### config.mk
export PLATFORM = sky130hd
export DESIGN_NAME = pc_fetch_unit_flat
export DESIGN_NICKNAME = d
export VERILOG_FILES = /design/src/rtl/pc_fetch_unit_if.sv /design/src/rtl/pc_fetch_unit.sv /design/src/flat_wrapper.sv
export SDC_FILE = /design/constraint.sdc
export NUM_CORES = 1
export LEC_CHECK = 0
export BUFFER_PORTS_ARGS = -buffer_cell sky130_fd_sc_hd__buf_4
export CAP_MARGIN = 20
export CORE_ASPECT_RATIO = 1.5
export CORE_MARGIN = 5
export CORE_UTILIZATION = 32
export DETAILED_ROUTE_END_ITERATION = 6
export GPL_TIMING_DRIVEN = 0
export PLACE_DENSITY = 0.59
export SLEW_MARGIN = 10
export SYNTH_ARGS = -nofsm -noshare
export SYNTH_HDL_FRONTEND = slang
export SYNTH_SLANG_ARGS = --single-unit
### constraint.sdc
create_clock -name CLK -period 2.9 [get_ports CLK]
set_input_delay 0.145 -clock CLK [delete_from_list [all_inputs] [get_ports CLK]]
set_output_delay 0.145 -clock CLK [all_outputs]
set_load 0.02 [all_outputs]
### src/rtl/pc_fetch_unit_if.sv
// Bus between the PC/fetch unit and its neighbours: instruction memory, the decoder/ALU
// control flags, and the registered instruction, PC and retire count.
interface pc_fetch_unit_if #(
  parameter int CNT_WIDTH = 16
);
  logic [31:0]          INSTR_IN;
  logic                 IMEM_BUSYWAIT;
  logic                 IMEM_READ;
  logic                 DATA_BUSYWAIT;
  logic                 BRANCH;
  logic                 B_NOTEQUAL;
  logic                 JUMP;
  logic                 ZERO;
  logic [31:0]          PC;
  logic [31:0]          INSTRUCTION;
  logic                 INSTR_VALID;
  logic [CNT_WIDTH-1:0] RETIRED;

  modport master (
    input  INSTR_IN, IMEM_BUSYWAIT, DATA_BUSYWAIT, BRANCH, B_NOTEQUAL, JUMP, ZERO,
    output IMEM_READ, PC, INSTRUCTION, INSTR_VALID, RETIRED
  );

  modport slave (
    output INSTR_IN, IMEM_BUSYWAIT, DATA_BUSYWAIT, BRANCH, B_NOTEQUAL, JUMP, ZERO,
    input  IMEM_READ, PC, INSTRUCTION, INSTR_VALID, RETIRED
  );
endinterface

### src/rtl/pc_fetch_unit.sv
// PC holder and two-state fetch/execute sequencer: fetches through a busywait handshake,
// presents a registered instruction and resolves the next PC from branch/jump flags.
module pc_fetch_unit #(
  parameter logic [31:0] RESET_PC  = 32'h0000_0000,
  parameter logic [31:0] BUBBLE    = 32'hFF00_0000,
  parameter int          CNT_WIDTH = 16
) (
  input  logic             CLK,
  input  logic             RESET,
  pc_fetch_unit_if.master  bus
);

  typedef enum logic {
    FETCH = 1'b0,
    EXEC  = 1'b1
  } state_t;

  state_t               state_q, state_d;
  logic [31:0]          pc_q, pc_d;
  logic [31:0]          instr_q, instr_d;
  logic                 valid_q, valid_d;
  logic                 read_q, read_d;
  logic [CNT_WIDTH-1:0] retired_q, retired_d;

  logic [31:0]          offset_s;
  logic                 taken_s;
  logic [31:0]          next_pc_s;

  // Word offset keeps PC[1:0] untouched; the sum wraps modulo 2^32.
  assign offset_s  = {{22{instr_q[23]}}, instr_q[23:16], 2'b00};
  assign taken_s   = bus.JUMP | (bus.BRANCH & bus.ZERO) | (bus.B_NOTEQUAL & ~bus.ZERO);
  assign next_pc_s = pc_q + 32'd4 + (taken_s ? offset_s : 32'd0);

  always_ff @(posedge CLK or posedge RESET) begin
    if (RESET) begin
      state_q   <= FETCH;
      pc_q      <= RESET_PC;
      instr_q   <= BUBBLE;
      valid_q   <= 1'b0;
      read_q    <= 1'b1;
      retired_q <= '0;
    end else begin
      state_q   <= state_d;
      pc_q      <= pc_d;
      instr_q   <= instr_d;
      valid_q   <= valid_d;
      read_q    <= read_d;
      retired_q <= retired_d;
    end
  end

  always_comb begin
    state_d   = state_q;
    pc_d      = pc_q;
    instr_d   = instr_q;
    valid_d   = valid_q;
    read_d    = read_q;
    retired_d = retired_q;
    case (state_q)
      FETCH: begin
        if (!bus.IMEM_BUSYWAIT) begin
          instr_d = bus.INSTR_IN;
          valid_d = 1'b1;
          read_d  = 1'b0;
          state_d = EXEC;
        end else begin
          state_d = FETCH;
        end
      end
      EXEC: begin
        // Control flags are only meaningful here, once decoder and ALU have settled.
        if (!bus.DATA_BUSYWAIT) begin
          pc_d      = next_pc_s;
          retired_d = retired_q + {{(CNT_WIDTH-1){1'b0}}, 1'b1};
          instr_d   = BUBBLE;
          valid_d   = 1'b0;
          read_d    = 1'b1;
          state_d   = FETCH;
        end else begin
          state_d = EXEC;
        end
      end
      default: begin
        state_d = FETCH;
        instr_d = BUBBLE;
        valid_d = 1'b0;
        read_d  = 1'b1;
      end
    endcase
  end

  assign bus.PC          = pc_q;
  assign bus.INSTRUCTION = instr_q;
  assign bus.INSTR_VALID = valid_q;
  assign bus.IMEM_READ   = read_q;
  assign bus.RETIRED     = retired_q;

endmodule

### src/flat_wrapper.sv
// flat-port wrapper written by rule: the top's interface ports become plain ports
module pc_fetch_unit_flat 
#(
  parameter logic [31:0] RESET_PC  = 32'h0000_0000,
  parameter logic [31:0] BUBBLE    = 32'hFF00_0000,
  parameter int          CNT_WIDTH = 16
)
  (CLK, RESET, bus_INSTR_IN, bus_IMEM_BUSYWAIT, bus_DATA_BUSYWAIT, bus_BRANCH, bus_B_NOTEQUAL, bus_JUMP, bus_ZERO, bus_IMEM_READ, bus_PC, bus_INSTRUCTION, bus_INSTR_VALID, bus_RETIRED);
  pc_fetch_unit_if #(.CNT_WIDTH(CNT_WIDTH)) bus_i ();
  input  logic CLK;
  input  logic RESET;
  input wire logic [$bits(bus_i.INSTR_IN)-1:0] bus_INSTR_IN;
  input wire logic [$bits(bus_i.IMEM_BUSYWAIT)-1:0] bus_IMEM_BUSYWAIT;
  input wire logic [$bits(bus_i.DATA_BUSYWAIT)-1:0] bus_DATA_BUSYWAIT;
  input wire logic [$bits(bus_i.BRANCH)-1:0] bus_BRANCH;
  input wire logic [$bits(bus_i.B_NOTEQUAL)-1:0] bus_B_NOTEQUAL;
  input wire logic [$bits(bus_i.JUMP)-1:0] bus_JUMP;
  input wire logic [$bits(bus_i.ZERO)-1:0] bus_ZERO;
  output wire logic [$bits(bus_i.IMEM_READ)-1:0] bus_IMEM_READ;
  output wire logic [$bits(bus_i.PC)-1:0] bus_PC;
  output wire logic [$bits(bus_i.INSTRUCTION)-1:0] bus_INSTRUCTION;
  output wire logic [$bits(bus_i.INSTR_VALID)-1:0] bus_INSTR_VALID;
  output wire logic [$bits(bus_i.RETIRED)-1:0] bus_RETIRED;
  assign bus_i.INSTR_IN = bus_INSTR_IN;
  assign bus_i.IMEM_BUSYWAIT = bus_IMEM_BUSYWAIT;
  assign bus_i.DATA_BUSYWAIT = bus_DATA_BUSYWAIT;
  assign bus_i.BRANCH = bus_BRANCH;
  assign bus_i.B_NOTEQUAL = bus_B_NOTEQUAL;
  assign bus_i.JUMP = bus_JUMP;
  assign bus_i.ZERO = bus_ZERO;
  assign bus_IMEM_READ = bus_i.IMEM_READ;
  assign bus_PC = bus_i.PC;
  assign bus_INSTRUCTION = bus_i.INSTRUCTION;
  assign bus_INSTR_VALID = bus_i.INSTR_VALID;
  assign bus_RETIRED = bus_i.RETIRED;
  pc_fetch_unit #(.RESET_PC(RESET_PC), .BUBBLE(BUBBLE), .CNT_WIDTH(CNT_WIDTH)) u_core (.CLK(CLK), .RESET(RESET), .bus(bus_i));
endmodule
==> reports/metrics.csv, run 1 <==
metric,value,unit
startpoint types,register,
sequential area share after synthesis,39.3,%
CTS root buffer,clkbuf_16,
async set or reset register ratio after synthesis,100,%
largest net degree at the start of global routing,56,
period utilization,97.9,%
clock sink total,81,
CP max stage delay,0.41,ns
warnings from Yosys,0,
Detail Route Antenna Nets,0,
drt total wl,15000,µm
Vias,4619,
buffer and inverter count on the worst path,1,
post-route design area,7280,µm²
hold wc startpoint,bus_INSTR_IN[13],
RePlAce Congestion,0.880,
Flop pwr share,27.1,%
number of diodes,0,
HP Class,in2reg,
vias in the first global route,4918,
DRT iter0 DRCs,172,
number of synthesized register bits,81,
Std-Cell Rows,57,
fraction of layout cells with a size suffix above 1,34.6,%
sequential cell area,2040,µm²
Die Y,166,µm
Initial Util,32.3,%
fin. max-slew vios,0,
Crit Path Class,reg2reg,
Worst Max-Slew Pin Slew,0.833,ns
setup repair after global routing missed its margin,yes,
Main synth FF type,dfrtp_1,
"Endpoint, Worst Hold",u_core.bus.INSTRUCTION[13]$_DFFE_PP0P_,
initial antenna violation count,0,
clock latency on the worst-skew pair,0.34,ns
Mapped Area,5180,µm²
Psw,2.81,mW
Layout Skew,0.0117,ns
worst path required time,3.10,ns
full die area,18900,µm²
P_int,3.87,mW
outcome,"finished, final reports clean",
slowest CP cell,dfrtp_1,
Leakage,3.34,nW
"Cell Area, Placed",6390,µm²
Yosys top cell by area,dfrtp_1,
total chip power,6.68,mW
CTS tree,yes,
Layout Cells excl Fill,903,
syn avg cell area,9.69,µm²
crit-path cells,"nor2b_4, buf_4, and2_1, ha_2, a21o_1, a21o_1, a2111oi_4, o31ai_4, a311oi_2, xnor2_1, o21ai_1",
Synth cell types,67,
port bufs,119,
Inst Count DP,862,
Max Freq,352,MHz
first-pass GRT wire length,24400,µm
Clock Path Buffers,2,
reg-to-reg critical path endpoint,u_core.bus.PC[30]$_DFFE_PP0P_,
number of setup violations in the final report,0,
H-tree levels,3,
total global routing overflow,0,
Filler Cell Count,1566,
Max-Cap Viols,0,
"critical path fanouts, max",10,
DR pass1 iterations,4,
Post-DP HPWL,11100,µm
Core Area,16000,µm²
crit path launch,u_core.bus.INSTRUCTION[23]$_DFFE_PP0P_,
I/O pin count,122,
Nets,769,
critical path's top delay family,compound AO/OA/AOI/OAI gates,
"CTS clk-pin slew, worst paths",0.07,ns
Wirelength per Cell,16.6,µm
synthesized instance count,535,
combinational share of power,54.3,%
most frequent cells in the layout,"142 x buf_4, 72 x dfrtp_1, 66 x nand2_1, 41 x xnor2_1, 27 x o21ai_0",
Avg Vias per Cell,5.12,
sw frac,42.1,%
final core utilization,45.4,%
Worst EP arrival,3.04,ns
reg2reg path depth,11,
number of buffers created by CTS,9,
worst slack at placement,-0.615,ns
Area Overhead vs Synth,40.5,%
Clk pwr share,18.5,%
worst r2r src,u_core.bus.INSTRUCTION[23]$_DFFE_PP0P_,
Hold Fails Final Rpt,0,
Tot GR Track Use,15.8,%
ranking of synthesized cells by area,"dfrtp_1 35%, ha_1 8.7%, xnor2_1 7.4%",
fin crit period,2.84,ns
Fin Hold WS,0.0205,ns
Worst VDD drop,0.315,mV
Cell Pwr Density,918,nW/µm²
post-route setup slack,0.0620,ns
Setup TNS,0,ns
share of the synthesized area in the top cell type,34.8,%
Rel. slew slack,44.3,%
multi-input combinational cell area,3320,µm²
drt drc,0,
"reg-to-reg slack, setup",0.06,ns
most frequent CP cell,a21o_1,
CP Capture Type,register,
"most common cell after layout, fill and taps aside",buf_4,
Hold Crit Depth,2,
die width,114,µm
number of synthesized flops with an enable pin,0,
-- cells in the mapped netlist (7+ instances only) --
| cell | instances |
|---|---|
| nor2b_1 | 9 |
| dfstp_2 | 9 |
| nor3_1 | 7 |
| xor2_1 | 12 |
| clkbuf_1 | 13 |
| nand2_1 | 67 |
| inv_1 | 12 |
| dfrtp_1 | 72 |
| nand3_1 | 12 |
| nand4_1 | 10 |
| a21oi_1 | 28 |
| a22o_1 | 24 |
| o21ai_0 | 30 |
| a21o_1 | 9 |
| xnor2_1 | 44 |
| and2_1 | 25 |
| o22a_1 | 9 |
| ha_1 | 36 |
| nor2_1 | 21 |
-- layer usage --
layer | up-vias | track usage, % | wire [µm]
met3 | 23 | 3.83 | 905
met2 | 137 | 28.0 | 7830
met4 | 0 | 6.10 | 337
met5 | - | 0 | 0
met1 | 2220 | 18.0 | 5940
li1 | 2239 | - | -
-- how the worst max path moves through the flow --
| stage | to | slack [ns] | cells after the start |
|---|---|---|---|
| after detailed placement | u_core.bus.PC[30]$_DFFE_PP0P_ | -0.62 | 15 |
| final | u_core.bus.PC[30]$_DFFE_PP0P_ | 0.06 | 11 |
| after CTS | u_core.bus.PC[30]$_DFFE_PP0P_ | 0.006 | 11 |
| after global routing | u_core.bus.PC[30]$_DFFE_PP0P_ | -0.03 | 12 |
| after floorplan | u_core.bus.PC[31]$_DFFE_PP0P_ | 0.007 | 13 |
| after global placement | u_core.bus.PC[30]$_DFFE_PP0P_ | -0.61 | 15 |
-- cell type report --
class | instances | share of cell area (%)
Clock buffer | 13 | 4.18
Inverter | 12 | 0.653
Multi-Input combinational cell | 421 | 45.6
Buffer | 22 | 2.05
Tap cell | 206 | 3.54
Timing Repair Buffer | 145 | 15.6
Clock inverter | 3 | 0.344
Sequential cell | 81 | 28.0
-- state kept, by name, indices dropped and copies added, names as in the netlist --
name / flops
u_core.bus.IMEM_READ: 1
u_core.bus.INSTRUCTION: 32
u_core.bus.INSTR_VALID: 1
u_core.bus.PC: 30
u_core.bus.RETIRED: 16
u_core.state_q: 1
-- worst reg2reg max path, cell delays in order (launching register included) --
cell       delay, ns
dfrtp_1         0.41
nor2b_4         0.20
buf_4           0.19
and2_1          0.14
ha_2            0.30
a21o_1          0.17
a21o_1          0.23
a2111oi_4       0.40
o31ai_4         0.15
a311oi_2        0.27
xnor2_1         0.16
o21ai_1         0.08
-- power by group through the flow --
stage / registers (mW) / clock network (mW) / logic, mW
2_1_floorplan: 2.14 / 0 / 1.77
3_3_place_gp: 1.82 / 0 / 3.09
3_5_place_dp: 1.83 / 0 / 3.14
4_1_cts: 1.81 / 1.26 / 3.30
5_1_grt: 1.87 / 1.31 / 3.97
6_report: 1.81 / 1.24 / 3.63
-- what timing repair did --
item,4_1_cts,5_1_grt
pin swaps,12,28
gates resized for setup,25,46
hold endpoints to repair,27,0
setup endpoints to repair,12,12
setup buffers,12,12
hold buffers,2,0
-- cells by family after synthesis --
group	count (synthesis)	synth area share (%)
AO/OA/AOI/OAI	151	22.1
XOR/XNOR	56	9.46
adder cells (fa/ha/maj)	37	9.08
buffers and inverters	34	3.16
flip-flops	81	39.3
multiplexers	1	0.193
other	1	0.0723
AND/OR/NAND/NOR	174	16.6
Note: power is estimated with default switching activity, not from simulation.
==> run 2, diff against run 1 <==
- CELL_PAD_IN_SITES_DETAIL_PLACEMENT: not set -> 1
- CELL_PAD_IN_SITES_GLOBAL_PLACEMENT: not set -> 2
- CORE_UTILIZATION: 32 -> 30
- PLACE_DENSITY: 0.59 -> 0.82
- SKIP_LAST_GASP: not set -> 1
==> run 2 against run 1 <==
Compared with the run above:
- sequential power hardly changed
- critical path type unchanged
- register-to-register slack hardly changed
- non-clock buffer count is 1 lower
- largest power group unchanged
- via count is 2.7% higher
- die area is 6.2% higher
- total power is 0.22% higher
- largest cell class unchanged
==> reports/metrics.csv, run 2 (same netlist as run 1, synthesis figures left out) <==
metric,value,unit
outcome,"finished, final reports clean",
Initial Util,30.1,%
Inst Count DP,869,
multi-input combinational cell area,3280,µm²
CP Capture Type,register,
HP Class,in2reg,
"Cell Area, Placed",6390,µm²
number of diodes,0,
fin crit period,2.85,ns
Post-DP HPWL,13100,µm
"CTS clk-pin slew, worst paths",0.07,ns
I/O pin count,122,
clock sink total,81,
"critical path fanouts, max",6,
Layout Skew,0.00748,ns
Max Freq,351,MHz
worst path required time,3.11,ns
post-route design area,7270,µm²
Clock Path Buffers,2,
Die Y,171,µm
Setup TNS,0,ns
fraction of layout cells with a size suffix above 1,35.1,%
Worst Max-Slew Pin Slew,0.806,ns
initial antenna violation count,0,
total global routing overflow,0,
Avg Vias per Cell,5.22,
Area Overhead vs Synth,40.2,%
period utilization,98.3,%
first-pass GRT wire length,27700,µm
most frequent cells in the layout,"139 x buf_4, 71 x dfrtp_1, 64 x nand2_1, 44 x xnor2_1, 25 x o21ai_0",
Worst VDD drop,0.387,mV
H-tree levels,3,
DR pass1 iterations,4,
sequential cell area,2040,µm²
DRT iter0 DRCs,136,
drt total wl,17400,µm
number of setup violations in the final report,0,
Detail Route Antenna Nets,0,
fin. max-slew vios,0,
Hold Fails Final Rpt,0,
Tot GR Track Use,16.9,%
Worst EP arrival,3.06,ns
Fin Hold WS,0.0220,ns
Cell Pwr Density,921,nW/µm²
Core Area,17200,µm²
max FFs per register,32,
Max-Cap Viols,0,
post-route setup slack,0.0482,ns
Filler Cell Count,1936,
RePlAce Congestion,0.830,
drt drc,0,
Vias,4745,
Rel. slew slack,46.1,%
number of buffers created by CTS,9,
setup repair after global routing missed its margin,yes,
CTS root buffer,clkbuf_16,
worst slack at placement,-0.643,ns
startpoint types,register,
die width,117,µm
total chip power,6.69,mW
Nets,768,
CTS tree,yes,
vias in the first global route,5316,
Wirelength per Cell,19.1,µm
"most common cell after layout, fill and taps aside",buf_4,
Crit Path Class,reg2reg,
final core utilization,42.2,%
largest net degree at the start of global routing,45,
Leakage,3.32,nW
full die area,20100,µm²
clock latency on the worst-skew pair,0.34,ns
port bufs,119,
Std-Cell Rows,59,
Layout Cells excl Fill,909,
-- run 2: critical path: stages, from the launching register on --
cell	delay [ns]
dfrtp_2	0.40
nor2b_4	0.31
buf_8	0.16
and2_1	0.17
ha_4	0.24
a21o_1	0.16
a21o_1	0.22
a2111oi_4	0.37
o31ai_4	0.15
a311oi_2	0.29
xnor2_1	0.16
o21ai_1	0.08
-- run 2: timing repair --
| item | in CTS | in global routing |
|---|---|---|
| buffers inserted | 12 | 9 |
| hold endpoints to repair | 33 | 0 |
| gates resized for setup | 34 | 42 |
| hold buffers | 2 | 0 |
| pin swaps | 15 | 21 |
| endpoints found under the setup margin | 13 | 15 |
| gates cloned | 1 | 1 |
-- run 2: cell type report --
cell class	count	share of cell area [%]
multi-input cells	421	45.2
inverters	12	0.654
flip-flops and latches	81	28.1
clock inverters	7	1.22
clock buffers	9	3.10
repair buffers	145	16.1
plain buffers	21	2.01
well taps	213	3.67
-- run 2: power by group --
group,internal [mW],switching [mW]
clock,0.685,0.533
combinational,1.60,2.06
sequential,1.46,0.360
total,3.74,2.95
-- run 2: layer usage --
metal / vias up / wire, µm / track usage, %
met5: - / 0 / 0
li1: 2230 / - / -
met1: 2348 / 6390 / 17.4
met3: 32 / 963 / 4.33
met2: 135 / 9510 / 32.3
met4: 0 / 513 / 6.76
-- run 2: path summary, 6_finish.rpt --
path                                                   startpoint                                      to  slack (ns)  cells past startpoint
max                        u_core.bus.INSTRUCTION[23]$_DFFE_PP0P_           u_core.bus.PC[30]$_DFFE_PP0P_        0.05                     11
min                                              bus_INSTR_IN[12]  u_core.bus.INSTRUCTION[12]$_DFFE_PP0P_        0.02                      2
max reg2reg                u_core.bus.INSTRUCTION[23]$_DFFE_PP0P_           u_core.bus.PC[30]$_DFFE_PP0P_        0.05                     11
min reg2reg                      u_core.bus.IMEM_READ$_DFFE_PP1P_        u_core.bus.IMEM_READ$_DFFE_PP1P_        0.47                      2
max in group asynchronous                                   RESET        u_core.bus.IMEM_READ$_DFFE_PP1P_        1.82                      4
min in group asynchronous                                   RESET      u_core.bus.RETIRED[14]$_DFFE_PP0P_        0.43                      3
==> run 3, diff against run 2 <==
- CORE_ASPECT_RATIO: 1.5 -> 0.7
- RECOVER_POWER: not set -> 100
==> run 3 against run 2 <==
Compared with the run above:
- register-to-register slack improved by 0.04 ns
- via count rose by 0.55%
- first-iteration DRC count rose by 57%
- clock-buffer cell count did not move
- clock skew rose by 0.0023 ns
- routed wire length rose by 1.1%
- hold slack got worse by 0.0088 ns
- critical endpoint is now u_core.bus.PC[20]$_DFFE_PP0P_
- largest power group unchanged
==> reports/metrics.csv, run 3 (same netlist as run 1, synthesis figures left out) <==
metric,value,unit
clock latency on the worst-skew pair,0.35,ns
CTS tree,yes,
total global routing overflow,0,
Nets,778,
drt drc,0,
Core Area,17100,µm²
vias in the first global route,5054,
Clk pwr share,17.6,%
initial antenna violation count,0,
worst r2r src,u_core.bus.INSTRUCTION[23]$_DFFE_PP0P_,
"CTS clk-pin slew, worst paths",0.07,ns
combinational share of power,53.9,%
Max-Cap Viols,0,
number of buffers created by CTS,9,
Rel. slew slack,12.8,%
Hold Fails Final Rpt,0,
I/O pin count,122,
max FFs per register,32,
startpoint types,input pin,
"Cell Area, Placed",6420,µm²
port bufs,119,
Tot GR Track Use,16.9,%
Worst Max-Slew Pin Slew,1.30,ns
first-pass GRT wire length,27400,µm
Die Y,120,µm
Detail Route Antenna Nets,0,
setup repair after global routing missed its margin,yes,
most frequent cells in the layout,"88 x clkbuf_1, 73 x buf_4, 71 x dfrtp_1, 65 x nand2_1, 41 x xnor2_1",
die width,167,µm
Worst EP arrival,3.03,ns
sequential cell area,2040,µm²
Wirelength per Cell,18.8,µm
P_int,3.46,mW
DR pass1 iterations,4,
Hold Crit Depth,2,
Crit Path Class,in2reg,
multi-input combinational cell area,3280,µm²
Avg Vias per Cell,5.09,
Filler Cell Count,1963,
DRT iter0 DRCs,214,
final core utilization,41.0,%
outcome,"finished, final reports clean",
sw frac,46.4,%
Clock Path Buffers,2,
worst path required time,3.12,ns
Cell Pwr Density,923,nW/µm²
reg-to-reg critical path endpoint,u_core.bus.PC[26]$_DFFE_PP0P_,
H-tree levels,3,
Area Overhead vs Synth,34.9,%
fin crit period,2.82,ns
fraction of layout cells with a size suffix above 1,24.4,%
fin. max-slew vios,0,
clock sink total,81,
Fin Hold WS,0.0132,ns
Worst VDD drop,0.345,mV
Std-Cell Rows,40,
reg2reg path depth,13,
"Endpoint, Worst Hold",u_core.bus.INSTRUCTION[7]$_DFFE_PP0P_,
number of diodes,0,
RePlAce Congestion,0.822,
"reg-to-reg slack, setup",0.09,ns
Post-DP HPWL,12600,µm
drt total wl,17600,µm
largest net degree at the start of global routing,56,
Initial Util,30.4,%
Setup TNS,0,ns
Leakage,3.05,nW
Max Freq,355,MHz
Flop pwr share,28.4,%
full die area,20000,µm²
CP Capture Type,register,
Layout Skew,0.00975,ns
HP Class,in2reg,
"most common cell after layout, fill and taps aside",clkbuf_1,
period utilization,97.1,%
hold wc startpoint,bus_INSTR_IN[7],
Vias,4771,
number of setup violations in the final report,0,
"critical path fanouts, max",6,
Psw,3.00,mW
post-route design area,6990,µm²
CTS root buffer,clkbuf_16,
## run 3: changes by cell type in the layout (fill, tap and decap cells not counted), moves of 2 or more
cell	delta
buf_6	+3
xnor2_2	+3
buf_8	-2
clkinvlp_4	+2
buf_4	-66
ha_1	+3
ha_2	-2
and2_4	-2
xnor2_1	-3
buf_12	-4
clkbuf_1	+77
## run 3: metrics by stage
step	power [mW]	instances	setup slack [ns]
detailed placement	5.07	887	-0.654
finish	6.45	937	0.0836
global placement	4.95	886	-0.561
global route	6.92	937	-0.0881
floorplan	3.90	536	0.00705
CTS	6.40	917	-0.0395
## run 3: layout make-up
| type | instances | share of cell area [%] |
|---|---|---|
| inverter | 12 | 0.662 |
| timing repair buffer | 154 | 13.0 |
| clock inverter | 7 | 0.859 |
| tap | 231 | 4.13 |
| sequential | 81 | 29.2 |
| clock buffer | 9 | 3.22 |
| multi-input combinational | 421 | 46.9 |
| buffer | 22 | 2.13 |
## run 3: power by group through the flow
stage / Sequential [mW] / Combinational [mW] / Clock [mW]
global route: 1.89 / 3.81 / 1.22
global placement: 1.83 / 3.12 / 0
floorplan: 2.14 / 1.77 / 0
CTS: 1.84 / 3.39 / 1.17
detailed placement: 1.85 / 3.22 / 0
finish: 1.84 / 3.48 / 1.14
## run 3: what timing repair did
action                                  in CTS  in global routing
hold endpoints to repair                    27                  0
resized for setup                           26                 45
endpoints found under the setup margin      14                 15
setup buffers                               12                 20
gates cloned                                 0                  0
hold buffers                                 2                  0
pin swaps                                   15                 30
## run 3: how the worst max path moves through the flow
stage                                                 from                            end  cells after the start
floorplan                                       bus_BRANCH  u_core.bus.PC[31]$_DFFE_PP0P_                     13
global placement                                  bus_ZERO  u_core.bus.PC[30]$_DFFE_PP0P_                     15
detailed placement                                bus_ZERO  u_core.bus.PC[30]$_DFFE_PP0P_                     15
CTS                 u_core.bus.INSTRUCTION[23]$_DFFE_PP0P_  u_core.bus.PC[30]$_DFFE_PP0P_                     12
global route                                    bus_BRANCH  u_core.bus.PC[20]$_DFFE_PP0P_                     16
finish                                          bus_BRANCH  u_core.bus.PC[20]$_DFFE_PP0P_                     16
## run 3: layer usage
metal	part of all wire, %	wire (µm)	global-route usage [%]
met4	0.90	158	3.07
met2	49	8630	28.4
met3	4.4	770	4.48
met1	46	8010	22.2
met5	0	0	0
## run 3: critical path, stage by stage
cell and delay [ns]:
buf_4 0.10, and2_2 0.22, nor3_4 0.19, buf_6 0.16
buf_4 0.14, nor2b_1 0.05, ha_1 0.34, ha_4 0.27
a211oi_2 0.29, o21bai_2 0.15, a211oi_4 0.25, buf_6 0.16
o21ai_4 0.08, a31oi_4 0.23, xor2_1 0.18, o21ai_0 0.09
